--- src/rtl/mem_port_arbiter.sv ---
// mem_port_arbiter: shares one single-ported, fixed-latency memory between the
// CPU instruction-fetch port and the data port. It grants one request at a
// time, round-robin when both are pending, and holds the memory strobes for
// LATENCY cycles. One cycle after the access ends, it returns a one-cycle ack
// to the port that was granted.
module mem_port_arbiter #(
    parameter int AW      = 32,
    parameter int DW      = 32,
    parameter int LATENCY = 2
) (
    input  logic          clk,
    input  logic          reset,
    input  logic          if_req,
    input  logic [AW-1:0] if_addr,
    output logic          if_ack,
    output logic [DW-1:0] if_rdata,
    input  logic          d_req,
    input  logic          d_we,
    input  logic [AW-1:0] d_addr,
    input  logic [DW-1:0] d_wdata,
    output logic          d_ack,
    output logic [DW-1:0] d_rdata,
    output logic [AW-1:0] mem_addr,
    output logic [DW-1:0] mem_wdata,
    output logic          mem_re,
    output logic          mem_we,
    input  logic [DW-1:0] mem_rdata,
    output logic          busy
);

    typedef enum logic [1:0] {
        ST_IDLE   = 2'd0,
        ST_ACCESS = 2'd1,
        ST_DONE   = 2'd2
    } state_e;

    typedef enum logic {
        PORT_INSTR = 1'b0,
        PORT_DATA  = 1'b1
    } port_e;

    // The access counter runs from LATENCY-1 down to 0, so ACCESS lasts exactly LATENCY cycles.
    localparam logic [3:0] CNT_LOAD = 4'(LATENCY - 1);

    state_e        state_q, state_d;
    logic [3:0]    cnt_q, cnt_d;
    port_e         last_grant_q, last_grant_d;   // also identifies the port owning the current access
    logic [AW-1:0] mem_addr_q, mem_addr_d;
    logic [DW-1:0] mem_wdata_q, mem_wdata_d;
    logic          mem_re_q, mem_re_d;
    logic          mem_we_q, mem_we_d;
    logic          if_ack_q, if_ack_d;
    logic          d_ack_q, d_ack_d;
    logic [DW-1:0] if_rdata_q, if_rdata_d;
    logic [DW-1:0] d_rdata_q, d_rdata_d;
    logic          busy_q, busy_d;
    logic          grant_data_s;

    // Next-state logic: arbitration in IDLE, latency countdown in ACCESS, ack in DONE.
    always_comb begin
        state_d      = state_q;
        cnt_d        = cnt_q;
        last_grant_d = last_grant_q;
        mem_addr_d   = mem_addr_q;
        mem_wdata_d  = mem_wdata_q;
        mem_re_d     = mem_re_q;
        mem_we_d     = mem_we_q;
        if_rdata_d   = if_rdata_q;
        d_rdata_d    = d_rdata_q;
        if_ack_d     = 1'b0;
        d_ack_d      = 1'b0;
        grant_data_s = 1'b0;

        case (state_q)
            ST_IDLE: begin
                if (if_req || d_req) begin
                    // With both pending, the port that did not win last time goes next.
                    grant_data_s = d_req && (!if_req || (last_grant_q == PORT_INSTR));
                    state_d      = ST_ACCESS;
                    cnt_d        = CNT_LOAD;
                    if (grant_data_s) begin
                        last_grant_d = PORT_DATA;
                        mem_addr_d   = d_addr;
                        mem_wdata_d  = d_wdata;
                        mem_we_d     = d_we;
                        mem_re_d     = ~d_we;
                    end else begin
                        last_grant_d = PORT_INSTR;
                        mem_addr_d   = if_addr;
                        mem_we_d     = 1'b0;
                        mem_re_d     = 1'b1;
                    end
                end else begin
                    state_d = ST_IDLE;
                end
            end
            ST_ACCESS: begin
                if (cnt_q == 4'd0) begin
                    // Read data is only guaranteed valid in the final access cycle.
                    if (mem_re_q) begin
                        if (last_grant_q == PORT_DATA) begin
                            d_rdata_d = mem_rdata;
                        end else begin
                            if_rdata_d = mem_rdata;
                        end
                    end else begin
                        d_rdata_d = d_rdata_q;
                    end
                    mem_re_d = 1'b0;
                    mem_we_d = 1'b0;
                    state_d  = ST_DONE;
                    if (last_grant_q == PORT_DATA) begin
                        d_ack_d = 1'b1;
                    end else begin
                        if_ack_d = 1'b1;
                    end
                end else begin
                    cnt_d = cnt_q - 4'd1;
                end
            end
            ST_DONE: begin
                // Ack is visible this cycle; no grant is made until IDLE.
                state_d = ST_IDLE;
            end
            default: begin
                state_d  = ST_IDLE;
                mem_re_d = 1'b0;
                mem_we_d = 1'b0;
            end
        endcase

        busy_d = (state_d != ST_IDLE);
    end

    // State and output registers; reset abandons any access in flight.
    always_ff @(posedge clk or posedge reset) begin
        if (reset) begin
            state_q      <= ST_IDLE;
            cnt_q        <= 4'd0;
            last_grant_q <= PORT_INSTR;
            mem_addr_q   <= '0;
            mem_wdata_q  <= '0;
            mem_re_q     <= 1'b0;
            mem_we_q     <= 1'b0;
            if_ack_q     <= 1'b0;
            d_ack_q      <= 1'b0;
            if_rdata_q   <= '0;
            d_rdata_q    <= '0;
            busy_q       <= 1'b0;
        end else begin
            state_q      <= state_d;
            cnt_q        <= cnt_d;
            last_grant_q <= last_grant_d;
            mem_addr_q   <= mem_addr_d;
            mem_wdata_q  <= mem_wdata_d;
            mem_re_q     <= mem_re_d;
            mem_we_q     <= mem_we_d;
            if_ack_q     <= if_ack_d;
            d_ack_q      <= d_ack_d;
            if_rdata_q   <= if_rdata_d;
            d_rdata_q    <= d_rdata_d;
            busy_q       <= busy_d;
        end
    end

    assign if_ack    = if_ack_q;
    assign d_ack     = d_ack_q;
    assign if_rdata  = if_rdata_q;
    assign d_rdata   = d_rdata_q;
    assign mem_addr  = mem_addr_q;
    assign mem_wdata = mem_wdata_q;
    assign mem_re    = mem_re_q;
    assign mem_we    = mem_we_q;
    assign busy      = busy_q;

endmodule

--- config.mk ---
export PLATFORM = sky130hd
export DESIGN_NAME = mem_port_arbiter
export DESIGN_NICKNAME = d
export VERILOG_FILES = /design/src/rtl/mem_port_arbiter.sv
export SDC_FILE = /design/constraint.sdc
export NUM_CORES = 1
export LEC_CHECK = 0
export ABC_AREA = 1
export BUFFER_PORTS_ARGS = -buffer_cell sky130_fd_sc_hd__buf_4
export CORE_UTILIZATION = 45
export CTS_CLUSTER_DIAMETER = 120
export CTS_CLUSTER_SIZE = 40
export DETAILED_ROUTE_END_ITERATION = 16
export PLACE_DENSITY = 0.75
export SYNTH_ARGS = -nofsm -noshare
export SYNTH_HDL_FRONTEND = slang
export SYNTH_SLANG_ARGS = --single-unit
--- constraint.sdc ---
create_clock -name clk -period 10.3 [get_ports clk]
set_input_delay 0.515 -clock clk [delete_from_list [all_inputs] [get_ports clk]]
set_output_delay 0.515 -clock clk [all_outputs]
set_load 0.01 [all_outputs]
==> metrics.md, run 1 <==
| Metric | Value |
|---|---|
| CP dominant cell by count | nand2_1 |
| Min Tclk post-route | 3320 ps |
| WL/cell | 14.9 µm |
| Area grow syn2layout | 47.1% |
| Biggest area consumer among synthesized cells | dfrtp_1 |
| Num CTS Buffers | 17 |
| Via count | 5,163 |
| Net count after synthesis | 753 |
| Final ANT Viol Nets | 0 |
| Global Route Usage Sum | 24.6% |
| Critical Path End Type | flip-flop |
| Hold buffers post-CTS | 0 |
| Fin nets | 1,006 |
| CTS root buf | clkbuf_16 |
| Seq. cell area | 0.00350 mm² |
| Die X | 114 µm |
| Setup_tns | 0 ps |
| Area of the multi-input gates | 0.00179 mm² |
| Maximum buffer depth of the clock tree | 2 |
| Synth Register Bits | 140 |
| Max incr delay on CP | 1060 ps |
| Fmax | 301 MHz |
| Critical path startpoint | last_grant_q |
| Post-synthesis cell type count | 21 |
| I/O Buffers | 265 |
| Final worst slack | 6980 ps |
| Gpl congestion | 0.825 |
| Initial Util | 46.6% |
| Peak VDD IR | 0.165 mV |
| Max-cap viol count | 0 |
| Pin count of the biggest net entering global routing | 81 |
| Clock sink total | 140 |
| Die height | 114 µm |
| # DRC | 0 |
| H-tree depth | 4 |
| Crit Path Category | reg2reg |
| CP max-delay cell | inv_2 |
| DR pass1 iterations | 6 |
| First-pass GRT wire length | 24.6 mm |
| Initial antenna violation count | 1 |
| Gr ovfl total | 0 |
| Worst-path cell chain | nand2_1, nand2_1, inv_2, nand2_2, nand2_1, nand2_1 |
| Status | finished, final reports clean |
| Cell count after synthesis | 618 |
| Ys Warns | 0 |
| Worst hold path type | in2async |
| Core ar. | 0.0121 mm² |
| CP startpoint kind | flip-flop |
| Setup Fix Bufs, Post-CTS | 0 |
| Drt total wl | 15.7 mm |
| Iteration-0 DRC Markers | 331 |
| Final Hold Viols | 0 |
| DP Cell Count | 1,020 |
| LEAKAGE | 4.47 nW |
| Post-DP HPWL | 11.2 mm |
| Power per cell area | 329 mW/mm² |
| CP required | 10,590 ps |
| Average size of a mapped cell | 9.13 µm² |
| Clock transition at the registers of the reported paths | 50 ps |
| Vias per cell | 4.90 |
| Top cells by area, synth | dfrtp_1, nand2_1, o21ai_1 |
| Final setup vio count | 0 |
| Top Ports | 266 |
| Post-CTS sizing | 0 |
| Share of the synthesized area in the top cell type | 62.1% |
| RSZ-0062 raised after global routing | no |
| Tcrit/Tclk final | 32.3% |
| Worst R2R Start | last_grant_q |
| Slew margin rel. | 21.8% |
| Fillcell total | 973 |
| Util after Layout | 68.5% |
| Fin cells | 1,053 |
| Register area share after synthesis | 62.1% |
| Mapped Area | 0.00564 mm² |
| Layout cells sized above 1 | 35.0% |
| Standard-cell rows | 40 |
| DP Worst Slack | 6770 ps |
| Worst EP arrival | 3610 ps |
| Tightest Pin Transition | 1170 ps |
| CP bufs+invs | 1 |
| Die Area | 0.0130 mm² |
| CTS tree | built |
| Clk_skew | 4.96 ps |
| CP max FO | 66 |
| Crit path max-delay family | simple AND/OR/NAND/NOR gates |
| Number of global-route vias before repair | 5,065 |
| Final Max Slew Viols | 0 |
| Clock latency on the worst-skew pair | 410 ps |
stage by stage:
step	cell area (µm²)	total power [W]	hold WS (ps)
3_3_place_gp	7680	0.00208	458
4_1_cts	8300	0.00275	175
3_5_place_dp	7680	0.00213	463
5_1_grt	8300	0.00291	195
6_report	8300	0.00273	167
2_1_floorplan	5640	0.00154	463
cell type report:
cell class | count | area share (%)
sequential | 140 | 42.2
timing repair buffer | 268 | 24.2
multi-input combinational | 400 | 21.6
clock buffer | 27 | 6.42
tap | 168 | 2.53
inverter | 44 | 2.05
clock inverter | 5 | 0.935
antenna | 1 | 0.0302
report_power, final:
part           switching, W  leakage (nW)  internal (W)  total [W]
Sequential         0.000163          1.68      0.000827   0.000989
Combinational      0.000606          2.49      0.000522    0.00113
Clock              0.000212         0.300      0.000401   0.000613
per-layer routing:
layer	vias up	track usage [%]	wire (µm)
li1	2485	-	-
met1	2445	28.2	6090
met2	201	42.1	8090
met3	32	8.29	1140
met4	0	10.2	403
met5	-	0	0
final timing paths:
path / to / slack, ps / depth (start not counted)
max reg2reg: mem_wdata[18] / 6980 / 6
min reg2reg: mem_wdata[21] / 470 / 2
max: mem_wdata[18] / 6980 / 6
max in group asynchronous: mem_wdata[12] / 8740 / 3
min: if_rdata[4] / 170 / 2
min in group clk: mem_wdata[8] / 340 / 3
cell families after synthesis:
kind of cell               synth area share, %
DFF                                       62.1
adders and majority gates                0.444
xor gates and xnor gates                 0.155
AOI/OAI and AO/OA                         12.1
and+or+nand+nor                           19.0
buffers and inverters                     6.17
cell usage in the layout, fill, tap and decap left out, types with 3 or more instances in the layout:
master / n
buf_4: 268
clkbuf_1: 3
clkbuf_16: 17
clkbuf_8: 7
dfrtp_1: 140
inv_1: 40
inv_2: 3
nand2_1: 177
nand3_1: 34
nor2_1: 42
o21ai_0: 41
o21ai_1: 94
cell usage after synthesis:
cell / count
nand3_1: 34
dfrtp_1: 140
inv_1: 41
nand4_1: 1
clkbuf_1: 8
nor2_8: 1
nor2_1: 42
clkbuf_2: 1
o21ai_1: 94
nor2_2: 2
xor2_1: 1
ha_1: 2
buf_4: 9
inv_2: 3
nand2_2: 1
o21ai_0: 41
buf_2: 16
nand2_1: 177
o21ai_2: 1
nor2_4: 1
nand2_4: 2
sequential cells by signal (all words and copies together) (netlist names):
| name | cells |
|---|---|
| d_ack | 1 |
| cnt_q | 4 |
| if_ack | 1 |
| if_rdata | 32 |
| state_q | 2 |
| mem_re | 1 |
| mem_wdata | 32 |
| mem_we | 1 |
| busy | 1 |
| mem_addr | 32 |
| last_grant_q | 1 |
| d_rdata | 32 |
Note: power is estimated with default switching activity, not from simulation.
==> run 2, diff against run 1 <==
clock period = 3.3 ns   (was 10.3 ns; I/O delays follow)
==> metrics.md, run 2 (synthesized netlist as in run 1, its figures left out) <==
| Metric | Value |
|---|---|
| Tcrit/Tclk final | 58.9% (was 32.3%) |
| Max incr delay on CP | 830 ps (was 1060 ps) |
| Initial Util | 46.6% (unchanged) |
| Fillcell total | 954 (was 973) |
| Fin cells | 1,094 (was 1,053) |
| Worst EP arrival | 2260 ps (was 3610 ps) |
| Initial antenna violation count | 0 (was 1) |
| Hold buffers post-CTS | 43 (was 0) |
| First-pass GRT wire length | 25.7 mm (was 24.6 mm) |
| CP required | 3620 ps (was 10,590 ps) |
| Clock transition at the registers of the reported paths | 50 ps (about the same) |
| Post-DP HPWL | 11.5 mm (was 11.2 mm) |
| Die Area | 0.0130 mm² (unchanged) |
| Num CTS Buffers | 17 (unchanged) |
| # DRC | 0 (unchanged) |
| Gpl congestion | 0.809 (was 0.825) |
| Worst-path cell chain | inv_1, nand2_1, nor2_2, o21ai_0, o21ai_0 (was nand2_1, nand2_1, inv_2, nand2_2, nand2_1, nand2_1) |
| Standard-cell rows | 40 (unchanged) |
| DP Cell Count | 1,023 (was 1,020) |
| Final Max Slew Viols | 0 (unchanged) |
| RSZ-0062 raised after global routing | no (unchanged) |
| Most frequent cells in the layout | buf_4, nand2_1, dfrtp_1, o21ai_1, dlygate4sd3_1 (was buf_4, nand2_1, dfrtp_1, o21ai_1, nor2_1) |
| Crit Path Category | reg2reg (unchanged) |
| Reg-to-reg endpoint | mem_addr[25] (was mem_wdata[18]) |
| Total Power | 0.00839 W (was 0.00273 W) |
| Min Tclk post-route | 1940 ps (was 3320 ps) |
| Tightest Pin Transition | 1100 ps (was 1170 ps) |
| CP bufs+invs | 1 (unchanged) |
| Setup Fix Bufs, Post-CTS | 0 (unchanged) |
| CTS tree | built (unchanged) |
| Worst R2R Start | state_q[1] (was last_grant_q) |
| LEAKAGE | 4.63 nW (was 4.47 nW) |
| Post-CTS sizing | 0 (unchanged) |
| Number of global-route vias before repair | 5,447 (was 5,065) |
| Die X | 114 µm (unchanged) |
| Critical Path End Type | flip-flop (unchanged) |
| CP max-delay cell | nor2_2 (was inv_2) |
| Final Hold Viols | 0 (unchanged) |
| Clock sink total | 140 (unchanged) |
| Clk_skew | 9.16 ps (was 4.96 ps) |
| Via count | 5,308 (was 5,163) |
| CP dominant cell by count | o21ai_0 (was nand2_1) |
| Crit path max-delay family | simple AND/OR/NAND/NOR gates (unchanged) |
| Final setup vio count | 0 (unchanged) |
| Area grow syn2layout | 53.9% (was 47.1%) |
| Slew margin rel. | 26.7% (was 21.8%) |
| Commonest non-fill, non-tap cell in the layout | buf_4 (unchanged) |
| Core ar. | 0.0121 mm² (unchanged) |
| WL/cell | 14.9 µm (about the same) |
| Gr ovfl total | 0 (unchanged) |
| Fmax | 514 MHz (was 301 MHz) |
| ANT cells | 0 (was 1) |
| I/O Buffers | 265 (unchanged) |
| Vias per cell | 4.85 (was 4.90) |
| Max-cap viol count | 0 (unchanged) |
| Setup_tns | 0 ps (unchanged) |
| Die height | 114 µm (unchanged) |
| Top Ports | 266 (unchanged) |
| Pin count of the biggest net entering global routing | 70 (was 81) |
| Clock latency on the worst-skew pair | 410 ps (about the same) |
| Final ANT Viol Nets | 0 (unchanged) |
| CP max FO | 34 (was 66) |
| Layout cells sized above 1 | 33.0% (was 35.0%) |
| Iteration-0 DRC Markers | 269 (was 331) |
| CP startpoint kind | flip-flop (unchanged) |
| Drt total wl | 16.3 mm (was 15.7 mm) |
| Status | finished, final reports clean (unchanged) |
| Reg2Reg Depth | 5 (was 6) |
| Power per cell area | 966 mW/mm² (was 329 mW/mm²) |
| DR pass1 iterations | 5 (was 6) |
| Maximum buffer depth of the clock tree | 2 (unchanged) |
| Worst hold path type | in2async (unchanged) |
| Global Route Usage Sum | 25.7% (was 24.6%) |
| CTS root buf | clkbuf_16 (unchanged) |
| H-tree depth | 4 (unchanged) |
| R2R setup slack | 1360 ps (was 6980 ps) |
| Fin nets | 1,052 (was 1,006) |
| Peak VDD IR | 0.447 mV (was 0.165 mV) |
[run 2: changes by cell type in the layout (fill, tap and decap cells not counted), sizes merged]
cell         delta
dlygate4sd3    +43
bufinv          -1
buf             +3
clkbuf          -1
clkinv          -1
diode           -1
inv             -1
[run 2: metrics by stage]
step | setup WS, ps | util (%) | hold slack (ps) | area, µm²
after floorplan | 1390 | - | 310 | 5640
final | 1360 | 71.7 | 11.8 | 8680
after detailed placement | 1330 | 63.7 | 402 | 7720
after global routing | 1110 | 71.7 | 2.20 | 8680
after global placement | 1480 | 63.7 | 396 | 7720
after CTS | 1350 | 71.7 | 0.340 | 8680
[run 2: where the power goes]
part / internal, W / switching [W]
sequential: 0.00258 / 0.000508
clock: 0.00110 / 0.000622
combinational: 0.00167 / 0.00191
[run 2: final cells by class]
cell class              instances  area [µm²]  area share (%)
clock inverters                 2        35.0           0.403
repair buffers                314        2480            28.5
clock buffers                  26         499            5.75
well taps                     168         210            2.42
multi-input cells             400        1790            20.6
flip-flops and latches        140        3500            40.3
inverters                      44         169            1.95
[run 2: worst max-delay path by stage]
stage,from,to,slack [ps],cells after the start
floorplan,reset,busy,1390,1
global placement,state_q[1],mem_addr[19],1480,5
detailed placement,state_q[1],mem_addr[19],1330,5
CTS,state_q[1],mem_addr[19],1350,5
global route,state_q[1],mem_addr[28],1110,5
finish,state_q[1],mem_addr[25],1360,5
[run 2: metal layers]
metal | part of all wire, % | wire (µm) | vias to the layer above | track usage, %
li1 | - | - | 2575 | -
met1 | 38 | 6240 | 2512 | 28.9
met2 | 54 | 8790 | 189 | 46.3
met3 | 5.6 | 916 | 32 | 6.75
met4 | 2.1 | 344 | 0 | 10.3
met5 | 0 | 0 | - | 0
==> run 3, diff against run 2 <==
ABC_AREA = 0   (was 1)
clock period = 1.9 ns   (was 3.3 ns; I/O delays follow)
==> metrics.md, run 3 <==
| Metric | Value |
|---|---|
| Async SR Flop Fraction | 100% (unchanged) |
| Slew margin rel. | 54.9% (was 26.7%) |
| Clk_skew | 12.1 ps (was 9.16 ps) |
| Power per cell area | 1560 mW/mm² (was 966 mW/mm²) |
| DP Worst Slack | 52.7 ps (was 1330 ps) |
| Average size of a mapped cell | 12.9 µm² (was 9.13 µm²) |
| Hold WS | 176 ps (was 11.8 ps) |
| Switching share of power | 34.1% (was 36.3%) |
| Fmax | 552 MHz (was 514 MHz) |
| Util after Layout | 81.9% (was 71.7%) |
| Cell count after synthesis | 437 (was 618) |
| ANT cells | 0 (unchanged) |
| Global Route Usage Sum | 30.8% (was 25.7%) |
| Standard-cell rows | 40 (unchanged) |
| Core ar. | 0.0121 mm² (unchanged) |
| Total Power | 0.0154 W (was 0.00839 W) |
| CTS root buf | clkbuf_16 (unchanged) |
| Layout cells sized above 1 | 45.8% (was 33.0%) |
| Drt total wl | 20.3 mm (was 16.3 mm) |
| CP bufs+invs | 2 (was 1) |
| Clock latency on the worst-skew pair | 410 ps (about the same) |
| Register share of total power | 34.9% (was 36.8%) |
| Clock Power Share | 22.7% (was 20.5%) |
| I/O Buffers | 265 (unchanged) |
| Final worst slack | 89.4 ps (was 1360 ps) |
| Post-DP HPWL | 10.5 mm (was 11.5 mm) |
| Fin nets | 980 (was 1,052) |
| Gpl congestion | 0.732 (was 0.809) |
| Internal power | 0.0102 W (was 0.00535 W) |
| Number of global-route vias before repair | 5,699 (was 5,447) |
| Ys Warns | 0 (unchanged) |
| Iteration-0 DRC Markers | 362 (was 269) |
| Max incr delay on CP | 370 ps (was 830 ps) |
| Logic gate share of total power | 42.4% (was 42.7%) |
| Worst EP arrival | 2100 ps (was 2260 ps) |
| Post-synth EDFFs | 0 (unchanged) |
| Die X | 114 µm (about the same) |
| Maximum buffer depth of the clock tree | 2 (unchanged) |
| Mapped Area | 0.00563 mm² (was 0.00564 mm²) |
| Pin count of the biggest net entering global routing | 75 (was 70) |
| Count leader, synth | dfrtp_1 (was nand2_1) |
| Peak VDD IR | 0.811 mV (was 0.447 mV) |
| Post-synthesis cell type count | 35 (was 21) |
| Top post-synthesis cells by count | dfrtp_1, nand2_1, mux2_2 (was nand2_1, dfrtp_1, o21ai_1) |
| Worst hold path type | in2reg (was in2async) |
| Register area share after synthesis | 62.2% (was 62.1%) |
| Final Hold Viols | 0 (unchanged) |
| Tcrit/Tclk final | 95.3% (was 58.9%) |
| Tightest Pin Transition | 677 ps (was 1100 ps) |
| Commonest non-fill, non-tap cell in the layout | buf_4 (unchanged) |
| Top cells by area, synth | dfrtp_1, mux2_2, mux2_1 (was dfrtp_1, nand2_1, o21ai_1) |
| # DRC | 0 (unchanged) |
| Net count after synthesis | 572 (was 753) |
| First-pass GRT wire length | 30.1 mm (was 25.7 mm) |
| Final setup vio count | 0 (unchanged) |
| Vias per cell | 5.22 (was 4.85) |
| Min Tclk post-route | 1810 ps (was 1940 ps) |
| LEAKAGE | 4.76 nW (was 4.63 nW) |
| WL/cell | 19.8 µm (was 14.9 µm) |
| CP startpoint kind | flip-flop (unchanged) |
| Clock sink total | 140 (unchanged) |
| Num CTS Buffers | 17 (unchanged) |
| CP required | 2190 ps (was 3620 ps) |
| Initial antenna violation count | 0 (unchanged) |
| Most frequent cells in the layout | buf_4, dfrtp_1, dlygate4sd3_1, nand2_1, mux2_2 (was buf_4, nand2_1, dfrtp_1, o21ai_1, dlygate4sd3_1) |
| Biggest area consumer among synthesized cells | dfrtp_1 (unchanged) |
| Crit Path Category | reg2reg (unchanged) |
| Fillcell total | 654 (was 954) |
| Clock transition at the registers of the reported paths | 60 ps (was 50 ps) |
| CTS tree | built (unchanged) |
| Gr ovfl total | 0 (unchanged) |
| Crit path max-delay family | simple AND/OR/NAND/NOR gates (unchanged) |
| Area grow syn2layout | 76.1% (was 53.9%) |
| Max-cap viol count | 0 (unchanged) |
| CP max FO | 8 (was 34) |
| Via count | 5,343 (was 5,308) |
| Synth Flop Type | dfrtp_1 (unchanged) |
| Final ANT Viol Nets | 0 (unchanged) |
| Share of the synthesized area in the top cell type | 62.2% (was 62.1%) |
| Status | finished, final reports clean (unchanged) |
| Die height | 114 µm (about the same) |
| Worst-path cell chain | inv_1, ha_4, nor3b_4, and4_4, clkbuf_16, mux2_1 (was inv_1, nand2_1, nor2_2, o21ai_0, o21ai_0) |
| CP max-delay cell | dfrtp_1 (was nor2_2) |
| Die Area | 0.0130 mm² (about the same) |
| H-tree depth | 4 (unchanged) |
| Top Ports | 266 (unchanged) |
| Critical Path End Type | flip-flop (unchanged) |
| Final Max Slew Viols | 0 (unchanged) |
| Synth Register Bits | 140 (unchanged) |
| Switch Pwr | 0.00526 W (was 0.00304 W) |
| Initial Util | 46.5% (was 46.6%) |
| DR pass1 iterations | 5 (unchanged) |
run 3: cell types whose count changed in the layout (fill, tap and decap cells not counted), sizes merged, moves of 36 or more:
cell / before / now
nand2: 180 / 68
o21ai: 136 / 2
inv: 43 / 6
mux2: 0 / 96
a21oi: 0 / 36
nor2: 46 / 5
dlygate4sd3: 43 / 130
run 3: worst paths after layout:
kind | startpoint | slack, ps | to | depth (start not counted)
max reg2reg | cnt_q[1] | 90 | d_rdata[10] | 6
min in group asynchronous | reset | 290 | d_rdata[27] | 3
max | cnt_q[1] | 90 | d_rdata[10] | 6
min | if_req | 180 | mem_we | 4
max in group asynchronous | reset | 830 | mem_addr[5] | 4
min reg2reg | d_rdata[19] | 490 | d_rdata[19] | 1
run 3: worst reg2reg max path: cells and delay by family (launching register included):
family | cells | cell delay, ps
and+or+nand+nor | 2 | 530
DFF | 1 | 370
muxes | 1 | 340
adders and majority gates | 1 | 150
buffers and inverters | 2 | 300
run 3: power by group through the flow:
stage               clock network [W]  registers [W]  logic, W
detailed placement                  0        0.00526   0.00593
CTS                           0.00352        0.00524   0.00617
global placement                    0        0.00519   0.00578
floorplan                           0        0.00580   0.00224
finish                        0.00350        0.00539   0.00654
global route                  0.00369        0.00551   0.00697
run 3: layout make-up:
class / instances / area [µm²] / area share (%)
clock buffers: 20 / 457 / 4.60
clock inverters: 10 / 163 / 1.64
inverters: 5 / 22.5 / 0.227
multi-input cells: 265 / 1990 / 20.1
flip-flops and latches: 140 / 3500 / 35.3
well taps: 168 / 210 / 2.12
repair buffers: 416 / 3570 / 36.0
run 3: layer usage:
metal	GRT usage, %	vias to the layer above	wire length (µm)
met5	0	-	0
met4	13.9	0	699
met3	9.25	59	1770
met2	52.7	335	10300
met1	35.8	2586	7490
li1	-	2363	-
run 3: what timing repair did:
action / in CTS / in global routing
buffers inserted: 0 / 3
gates resized for setup: 0 / 7
setup endpoints to repair: 0 / 60
hold buffers: 130 / 0
endpoints found under the hold margin: 152 / 0
run 3: kinds of logic after synthesis:
kind of cell             share of synthesized area, %
flip-flops                                       62.2
AND/OR/NAND/NOR                                  7.13
adder cells (fa/ha/maj)                         0.444
buffers and inverters                            2.82
multiplexers                                     19.2
AO/OA/AOI/OAI                                    8.22
run 3: stage by stage:
stage                     cells  cell area [µm²]  setup TNS [ps]
after floorplan             437             5640               0
after global placement      857             7860               0
after detailed placement    857             7860               0
after CTS                  1017             9780               0
after global routing       1024             9920           -2.45
final                      1024             9920               0
